--- src/rtl/peripheral_bus_master.sv ---
// Wishbone classic slave that turns each transfer into one peripheral bus access,
// holding strobes across the device busy window and reporting ack, error or timeout.
module peripheral_bus_master #(
   parameter int unsigned TIMEOUT_CYCLES = 255
) (
   input  logic        clk,
   input  logic        rst,
   input  logic        wb_cyc_i,
   input  logic        wb_stb_i,
   input  logic        wb_we_i,
   input  logic [3:0]  wb_sel_i,
   input  logic [15:0] wb_adr_i,
   input  logic [31:0] wb_data_i,
   output logic        wb_ack_o,
   output logic        wb_error_o,
   output logic [31:0] wb_data_o,
   output logic        peripheralEnable,
   output logic        peripheralBus_we,
   output logic        peripheralBus_oe,
   output logic [15:0] peripheralBus_address,
   output logic [3:0]  peripheralBus_byteSelect,
   output logic [31:0] peripheralBus_dataWrite,
   input  logic        peripheralBus_busy,
   input  logic [31:0] peripheralBus_dataRead,
   input  logic        requestOutput
);

   localparam logic [1:0] ST_IDLE    = 2'd0;
   localparam logic [1:0] ST_ACCESS  = 2'd1;
   localparam logic [1:0] ST_RESPOND = 2'd2;

   localparam logic [7:0] TIMEOUT_LIMIT = 8'(TIMEOUT_CYCLES);

   logic [1:0] state;
   logic [7:0] timeout_count;

   always_ff @(posedge clk) begin
      if (rst) begin
         state                    <= ST_IDLE;
         timeout_count            <= 8'd0;
         wb_ack_o                 <= 1'b0;
         wb_error_o               <= 1'b0;
         wb_data_o                <= 32'd0;
         peripheralEnable         <= 1'b0;
         peripheralBus_we         <= 1'b0;
         peripheralBus_oe         <= 1'b0;
         peripheralBus_address    <= 16'd0;
         peripheralBus_byteSelect <= 4'd0;
         peripheralBus_dataWrite  <= 32'd0;
      end else begin
         // NOTE: non-blocking assignments throughout, so every branch below reads
         // the pre-edge register values regardless of statement order.
         wb_ack_o   <= 1'b0;
         wb_error_o <= 1'b0;

         case (state)
            ST_IDLE: begin
               if (wb_cyc_i && wb_stb_i) begin
                  peripheralBus_address    <= wb_adr_i;
                  peripheralBus_byteSelect <= wb_sel_i;
                  peripheralBus_dataWrite  <= wb_data_i;
                  peripheralEnable         <= 1'b1;
                  peripheralBus_we         <= wb_we_i;
                  peripheralBus_oe         <= ~wb_we_i;
                  timeout_count            <= 8'd0;
                  state                    <= ST_ACCESS;
               end
            end

            ST_ACCESS: begin
               // peripheralBus_we doubles as the latched direction while in ACCESS.
               if (!wb_cyc_i) begin
                  peripheralEnable <= 1'b0;
                  peripheralBus_we <= 1'b0;
                  peripheralBus_oe <= 1'b0;
                  state            <= ST_IDLE;
               end else if (!peripheralBus_busy) begin
                  peripheralEnable <= 1'b0;
                  peripheralBus_we <= 1'b0;
                  peripheralBus_oe <= 1'b0;
                  if (peripheralBus_we) begin
                     wb_ack_o <= 1'b1;
                  end else begin
                     wb_data_o  <= peripheralBus_dataRead;
                     wb_ack_o   <= requestOutput;
                     wb_error_o <= ~requestOutput;
                  end
                  state <= ST_RESPOND;
               end else if (timeout_count == TIMEOUT_LIMIT) begin
                  peripheralEnable <= 1'b0;
                  peripheralBus_we <= 1'b0;
                  peripheralBus_oe <= 1'b0;
                  wb_error_o       <= 1'b1;
                  wb_data_o        <= 32'hFFFF_FFFF;
                  state            <= ST_RESPOND;
               end else begin
                  timeout_count <= timeout_count + 8'd1;
               end
            end

            // Response flag was raised on entry; this cycle only returns to IDLE.
            ST_RESPOND: state <= ST_IDLE;

            default: state <= ST_IDLE;
         endcase
      end
   end

endmodule

--- config.mk ---
export PLATFORM = sky130hd
export DESIGN_NAME = peripheral_bus_master
export DESIGN_NICKNAME = d
export VERILOG_FILES = /design/src/rtl/peripheral_bus_master.sv
export SDC_FILE = /design/constraint.sdc
export NUM_CORES = 1
export LEC_CHECK = 0
export CAP_MARGIN = 20
export CORE_MARGIN = 3
export CORE_UTILIZATION = 30
export DETAILED_ROUTE_END_ITERATION = 10
export DONT_BUFFER_PORTS = 1
export GPL_TIMING_DRIVEN = 0
export RECOVER_POWER = 25
export SETUP_SLACK_MARGIN = 0.2
export SLEW_MARGIN = 5
export SYNTH_ARGS = -nofsm -noshare
export SYNTH_HDL_FRONTEND = slang
export SYNTH_SLANG_ARGS = --single-unit
--- constraint.sdc ---
create_clock -name clk -period 2.25 [get_ports clk]
set_clock_uncertainty 0.2 [all_clocks]
set_input_delay 0.1125 -clock clk [delete_from_list [all_inputs] [get_ports clk]]
set_output_delay 0.1125 -clock clk [all_outputs]
set_load 0.01 [all_outputs]
### Yosys cells after proc, flatten, opt, wreduce, memory -nomap -nowiden

Index checks and enable logic that the tools add are counted.

* multipliers: 0
* shift operators: 0
* order comparisons: 0
* bitwise gates (word level): 4
* divide/modulo/power cells: 0
* reduce and logical (&&, ||, !) cells: 10
* equal/unequal tests: 9
* multiplexer cells: 26
* add/sub/neg operators: 1

Operators with widths (count)
* 32-bit 2-to-1 mux: 3
* 8-bit 2-to-1 mux: 4
* 8-bit one-hot mux with 2 select lines: 1
* 1-bit 2-to-1 mux: 10
* 8-bit by 1-bit adder with 8-bit output, second input constant: 1
* 8-bit == test, second input constant: 1
* 2-bit 2-to-1 mux: 4
* 2-bit != test, second input constant: 4
* 1-bit one-hot mux with 2 select lines: 3
* 5-bit AND reduction: 1
* 2-bit by 1-bit != test with 1-bit output, second input constant: 2
* 4-bit != test, second input constant: 1
* 1-bit NOT: 4
* 2-bit one-hot mux with 2 select lines: 1
* 2-bit AND reduction: 2
* 4-bit AND reduction: 1
* 4-bit OR reduction: 1
* 3-bit AND reduction: 1
* 3-bit OR reduction: 1
* 2-bit by 1-bit == test with 1-bit output, second input constant: 1
* 2-bit logical NOT: 1
* 2-bit nonzero test: 1
* 1-bit logical AND: 1

* ROM bits: 0
* latch bits: 0
* output and inout bits: 89
* bits in writable memories: 0
* memories kept: 0
* bits of input ports: 91
* flip-flop bits (word level): 99

### Longest topological paths before layout

* word-level depth: 5
* gate-level depth with buffers: 6

### Worst setup path before layout

Ideal clock, no wire load.

* path type: register to register
* start point: register timeout_count[0]
* end point: register timeout_count[6]
* data arrival time: 1.513 ns
* cell stages (with the launch flop): 6
* setup time: 0.114 ns
* required time: 1.936 ns
* path slack: 0.423 ns
* period minus slack after synthesis: 1.827 ns
* cell sequence: dfxtp_1 -> ha_1 -> and3_1 -> a211o_1 -> a32o_1 -> a21o_1

* word-level cells in the longest chain between the ends: 5
* elaborated cells between the ends (all ways): 8
* classes of those cells: 1 x add/sub; 2 x eq/ne; 4 x mux; 1 x reduce/logical

Ends and longest elaborated chain
* start: declaration: RTL line 35 `logic [7:0] timeout_count;`
* start signal: assignment: RTL line 97 `timeout_count <= timeout_count + 8'd1;`
* 8-bit by 1-bit adder with 8-bit output: RTL line 97
* 8-bit 2-to-1 mux: RTL line 89 `end else if (timeout_count == TIMEOUT_LIMIT) begin`
* 8-bit 2-to-1 mux: RTL line 77 `end else if (!peripheralBus_busy) begin`
* 8-bit 2-to-1 mux: RTL line 72 `if (!wb_cyc_i) begin`
* 8-bit one-hot mux with 2 select lines: RTL line 56 `case (state)`

Several ways; a longest one is shown, not always the timed one. The select of a mux whose other input is x is not followed.
A chain may end at the register's enable or synchronous reset.

### Worst setup path after layout

* start point: register state[0]
* end point: register wb_ack_o

* word-level cells in the longest chain between the ends: 3

Ends and longest elaborated chain
* start: declaration: RTL line 34 `logic [1:0] state;`
* start signal: assignment: RTL line 39 `state <= ST_IDLE;`
* start signal: assignment: RTL line 66 `state <= ST_ACCESS;`
* start signal: assignment: RTL line 76 `state <= ST_IDLE;`
* 2-bit by 1-bit == test with 1-bit output: RTL line 56
* 1-bit NOT (no source line)
* 4-bit OR reduction (no source line)
* end signal: assignment: RTL line 85 `wb_ack_o <= requestOutput;`
* end: declaration: RTL line 14 `output logic wb_ack_o,`

Every way passes these cells.

==> metrics.log <==
[metrics] peak per-stage delay on the critical path: ~0.56 ns
[metrics] Syn Area/Cell: 9.33 um^2
[metrics] final routed DRC violation total: 0
[metrics] outcome: finished, final reports clean
[metrics] gate count of the mapped netlist: 383
[metrics] antenna-violating nets left: 0
[metrics] detail-routed via count per cell: 5.18
[metrics] hpwl dp: 7160 um
[metrics] fraction of synthesis flops using an asynchronous set or reset pin: 0
[metrics] drt initial violations: 194
[metrics] Overflow after GRT: 0
[metrics] leading register cell type out of synthesis: sky130_fd_sc_hd__dfxtp_1
[metrics] number of optimization iterations in the first detailed-route pass: 4
[metrics] Tightest Pin Transition: 0.606 ns
[metrics] count of synthesis-stage warnings from yosys: 0
[metrics] P_leak: roughly 0.0019 uW
[metrics] cells along the critical path: and2b_1 > nand3_2 > nor3_1 > dlygate4sd3_1
[metrics] worst setup path startpoint: state[0]
[metrics] GPL Wtd Cong: between 0.8 and 0.9
[metrics] maximum root-to-sink buffer count: 2
[metrics] Util after Layout: 0.437
[metrics] maximum capacitance violations: 0
[metrics] total clock sinks: between 90 and 100
[metrics] unrepaired setup endpoints after global routing: yes
[metrics] Sum Neg Setup Slack: 0 ns
[metrics] Critical-path top delay cell: sky130_fd_sc_hd__dlygate4sd3_1
[metrics] Placeable Area: 11500 um^2
[metrics] part of the power in combinational logic: 0.085
[metrics] net switching power figure: about 900 uW
[metrics] worst hold path class: input pin to flop
[metrics] type of the worst setup path: flop to flop
[metrics] cts bufs inserted: 9
[metrics] clock network fraction of design power: 0.434
[metrics] worst min-delay path startpoint: wb_stb_i
[metrics] fraction of final layout cells sized beyond drive strength 1: 0.148
[metrics] height of the die: 115 um
[metrics] Placement Rows: 39
[metrics] maximum net fanout on the critical path: 8
[metrics] first-pass GRT wire length: 16600 um
[metrics] total die area: between 10000 and 15000 um^2
[metrics] die extent in x: around 120 um
[metrics] total of buffers placed on input and output ports: 0
[metrics] GRT Util Overall: 0.160
[metrics] antenna violations before repair: 0
[metrics] vias after detailed routing: 3290
[metrics] Ant. Diodes: 0
[metrics] Max Transition Viols Final: 0
[metrics] wire length per cell: about 17 um
[metrics] element type at the critical path end: flop
[metrics] pwr dens: between 700 and 800 nW/um^2
[metrics] Sequential Power Share: 0.481
[metrics] num ports: 180
[metrics] CP arrival: around 2 ns
[metrics] netlist area before placement: 3570 um^2
[metrics] maximum vdd ir drop: 453 uV
[metrics] clock root buffer: sky130_fd_sc_hd__clkbuf_16
[metrics] final setup fails: 0
[metrics] Initial Util: 0.310
[metrics] startpoint types: flop
[metrics] worst hold margin: between 0.04 and 0.05 ns
[metrics] Area Growth Syn to Fin: 41.0%
[metrics] post-synthesis net count: 475
[metrics] area after detailed placement: around 3800 um^2
[metrics] largest net degree at the start of global routing: 18
[metrics] Tot Pwr: around 3900 uW
[metrics] FF+latch count, synth: 99
[metrics] register area share after synthesis: 0.555
[metrics] Post-Route WL: 10900 um
[metrics] latest clock arrival within the worst-skew pair: 0.34 ns
[metrics] final critical path time including I/O delays and setup: 1.97 ns
[metrics] clock tree from TritonCTS: done
[metrics] critical register-to-register path startpoint: state[0]
[metrics] fmax: 507 MHz
[metrics] hold violation count in the final report: 0
[metrics] clock-pin transition on the worst setup and hold timing paths: 0.07 ns
[metrics] Int Power: approximately 3000 uW
[metrics] H-tree level count: 3
[metrics] summed area of non-filler cells in the final layout: 5040 um^2
[metrics] critical path data required time: between 2 and 2.5 ns
[metrics] number of synthesized flops with an enable pin: 0
[metrics] number of global-route vias before repair: 3269
[metrics] fraction of power spent switching nets: 0.234
[metrics] synth unique cells: 40
[metrics] count of nets after finishing: 579
[metrics] worst slew margin relative to its limit: 0.596
[metrics] final clock period utilization by the worst path: 0.877
what timing repair did:
item	CTS	global route
endpoints found under the setup margin	0	34
hold buffers	91	0
gates resized for setup	0	5
endpoints found under the hold margin	98	0
buffers inserted	0	2
flip-flops by register name (all words and copies together), names as in the netlist:
name and count:
peripheralEnable 1, state 2, peripheralBus_address 16, peripheralBus_oe 1, timeout_count 8, peripheralBus_dataWrite 32, peripheralBus_byteSelect 4, wb_data_o 32
peripheralBus_we 1, wb_error_o 1, wb_ack_o 1
power groups by stage:
stage / Clock [uW] / Sequential, uW / Combinational (uW)
after floorplan: 0 / 1910 / 146
after global placement: 0 / 1930 / 183
after detailed placement: 0 / 1930 / 190
after CTS: 1760 / 1890 / 323
after global routing: 1820 / 1900 / 368
final: 1700 / 1890 / 333
layer usage:
layer | share of wire | wire, um | up-vias | track usage
met1 | 0.38 | 4210 | 1528 | 0.172
met5 | 0 | 0 | - | 0
met2 | 0.48 | 5300 | 175 | 0.272
li1 | - | - | 1575 | -
met3 | 0.11 | 1240 | 12 | 0.0721
met4 | 0.018 | 197 | 0 | 0.0696
per-stage QoR:
| step | worst slack (ns) | instances |
|---|---|---|
| floorplan | 0.423 | 383 |
| global placement | 0.286 | 526 |
| detailed placement | 0.250 | 526 |
| CTS | 0.218 | 633 |
| global route | 0.167 | 635 |
| finish | 0.277 | 635 |
synthesized netlist by cell type, types with 2 or more instances:
| master | n | share of area |
|---|---|---|
| sky130_fd_sc_hd__clkbuf_1 | 13 | 0.014 |
| sky130_fd_sc_hd__o22a_1 | 2 | 0.0049 |
| sky130_fd_sc_hd__a21oi_1 | 57 | 0.080 |
| sky130_fd_sc_hd__nor4_1 | 3 | 0.0053 |
| sky130_fd_sc_hd__inv_1 | 2 | 0.0021 |
| sky130_fd_sc_hd__a21o_1 | 4 | 0.0084 |
| sky130_fd_sc_hd__nor3_1 | 4 | 0.0056 |
| sky130_fd_sc_hd__buf_4 | 3 | 0.0063 |
| sky130_fd_sc_hd__a32o_1 | 2 | 0.0056 |
| sky130_fd_sc_hd__nand2_1 | 110 | 0.12 |
| sky130_fd_sc_hd__buf_2 | 11 | 0.015 |
| sky130_fd_sc_hd__o221a_2 | 32 | 0.10 |
| sky130_fd_sc_hd__and3_1 | 3 | 0.0053 |
| sky130_fd_sc_hd__dfxtp_1 | 99 | 0.55 |
| sky130_fd_sc_hd__nor2_1 | 4 | 0.0042 |
| sky130_fd_sc_hd__nand3_1 | 10 | 0.014 |
final timing paths:
kind / endpoint / cells past startpoint / slack, ns
max: wb_ack_o / 4 / 0.28
min: timeout_count[2] / 3 / 0.05
max reg2reg: wb_ack_o / 4 / 0.28
min reg2reg: peripheralBus_dataWrite[11] / 2 / 0.31
cells by family (layout without fill, tap and decap cells):
group | Yosys count | count (layout) | share of synthesized area
adder cells (fa/ha/maj) | 1 | 1 | 0.00350
flip-flops | 99 | 99 | 0.555
buffers and inverters | 30 | 139 | 0.0385
AO/OA/AOI/OAI | 109 | 109 | 0.227
AND/OR/NAND/NOR | 144 | 144 | 0.177
critical path: cells and delay by family (launching register included):
family,cells,cell delay [ns]
and+or+nand+nor,3,0.74
buffers and inverters,1,0.56
DFF,1,0.43
cells in the final DEF, fill, tap and decap left out, drive strengths merged, types with 2 or more instances in the layout:
| master | instances |
|---|---|
| nor3 | 5 |
| nand2 | 110 |
| nor2 | 5 |
| a21oi | 57 |
| nand3 | 10 |
| bufinv | 2 |
| o221a | 33 |
| clkbuf | 23 |
| a32o | 2 |
| nor4 | 3 |
| inv | 5 |
| and4 | 2 |
| o22a | 2 |
| a21o | 4 |
| o21ai | 2 |
| dlygate4sd3 | 91 |
| and3 | 3 |
| dfxtp | 99 |
| buf | 16 |
| a211oi | 2 |
area by class of cell:
| class | instances | area (um^2) |
|---|---|---|
| fillers | 1081 | 6480 |
| flip-flops and latches | 99 | 1980 |
| multi-input cells | 254 | 1480 |
| repair buffers | 93 | 926 |
| clock buffers | 10 | 239 |
| well taps | 143 | 179 |
| plain buffers | 27 | 126 |
| clock inverters | 6 | 96.3 |
| inverters | 3 | 11.3 |
No activity file was read; power rests on OpenSTA's default activity.
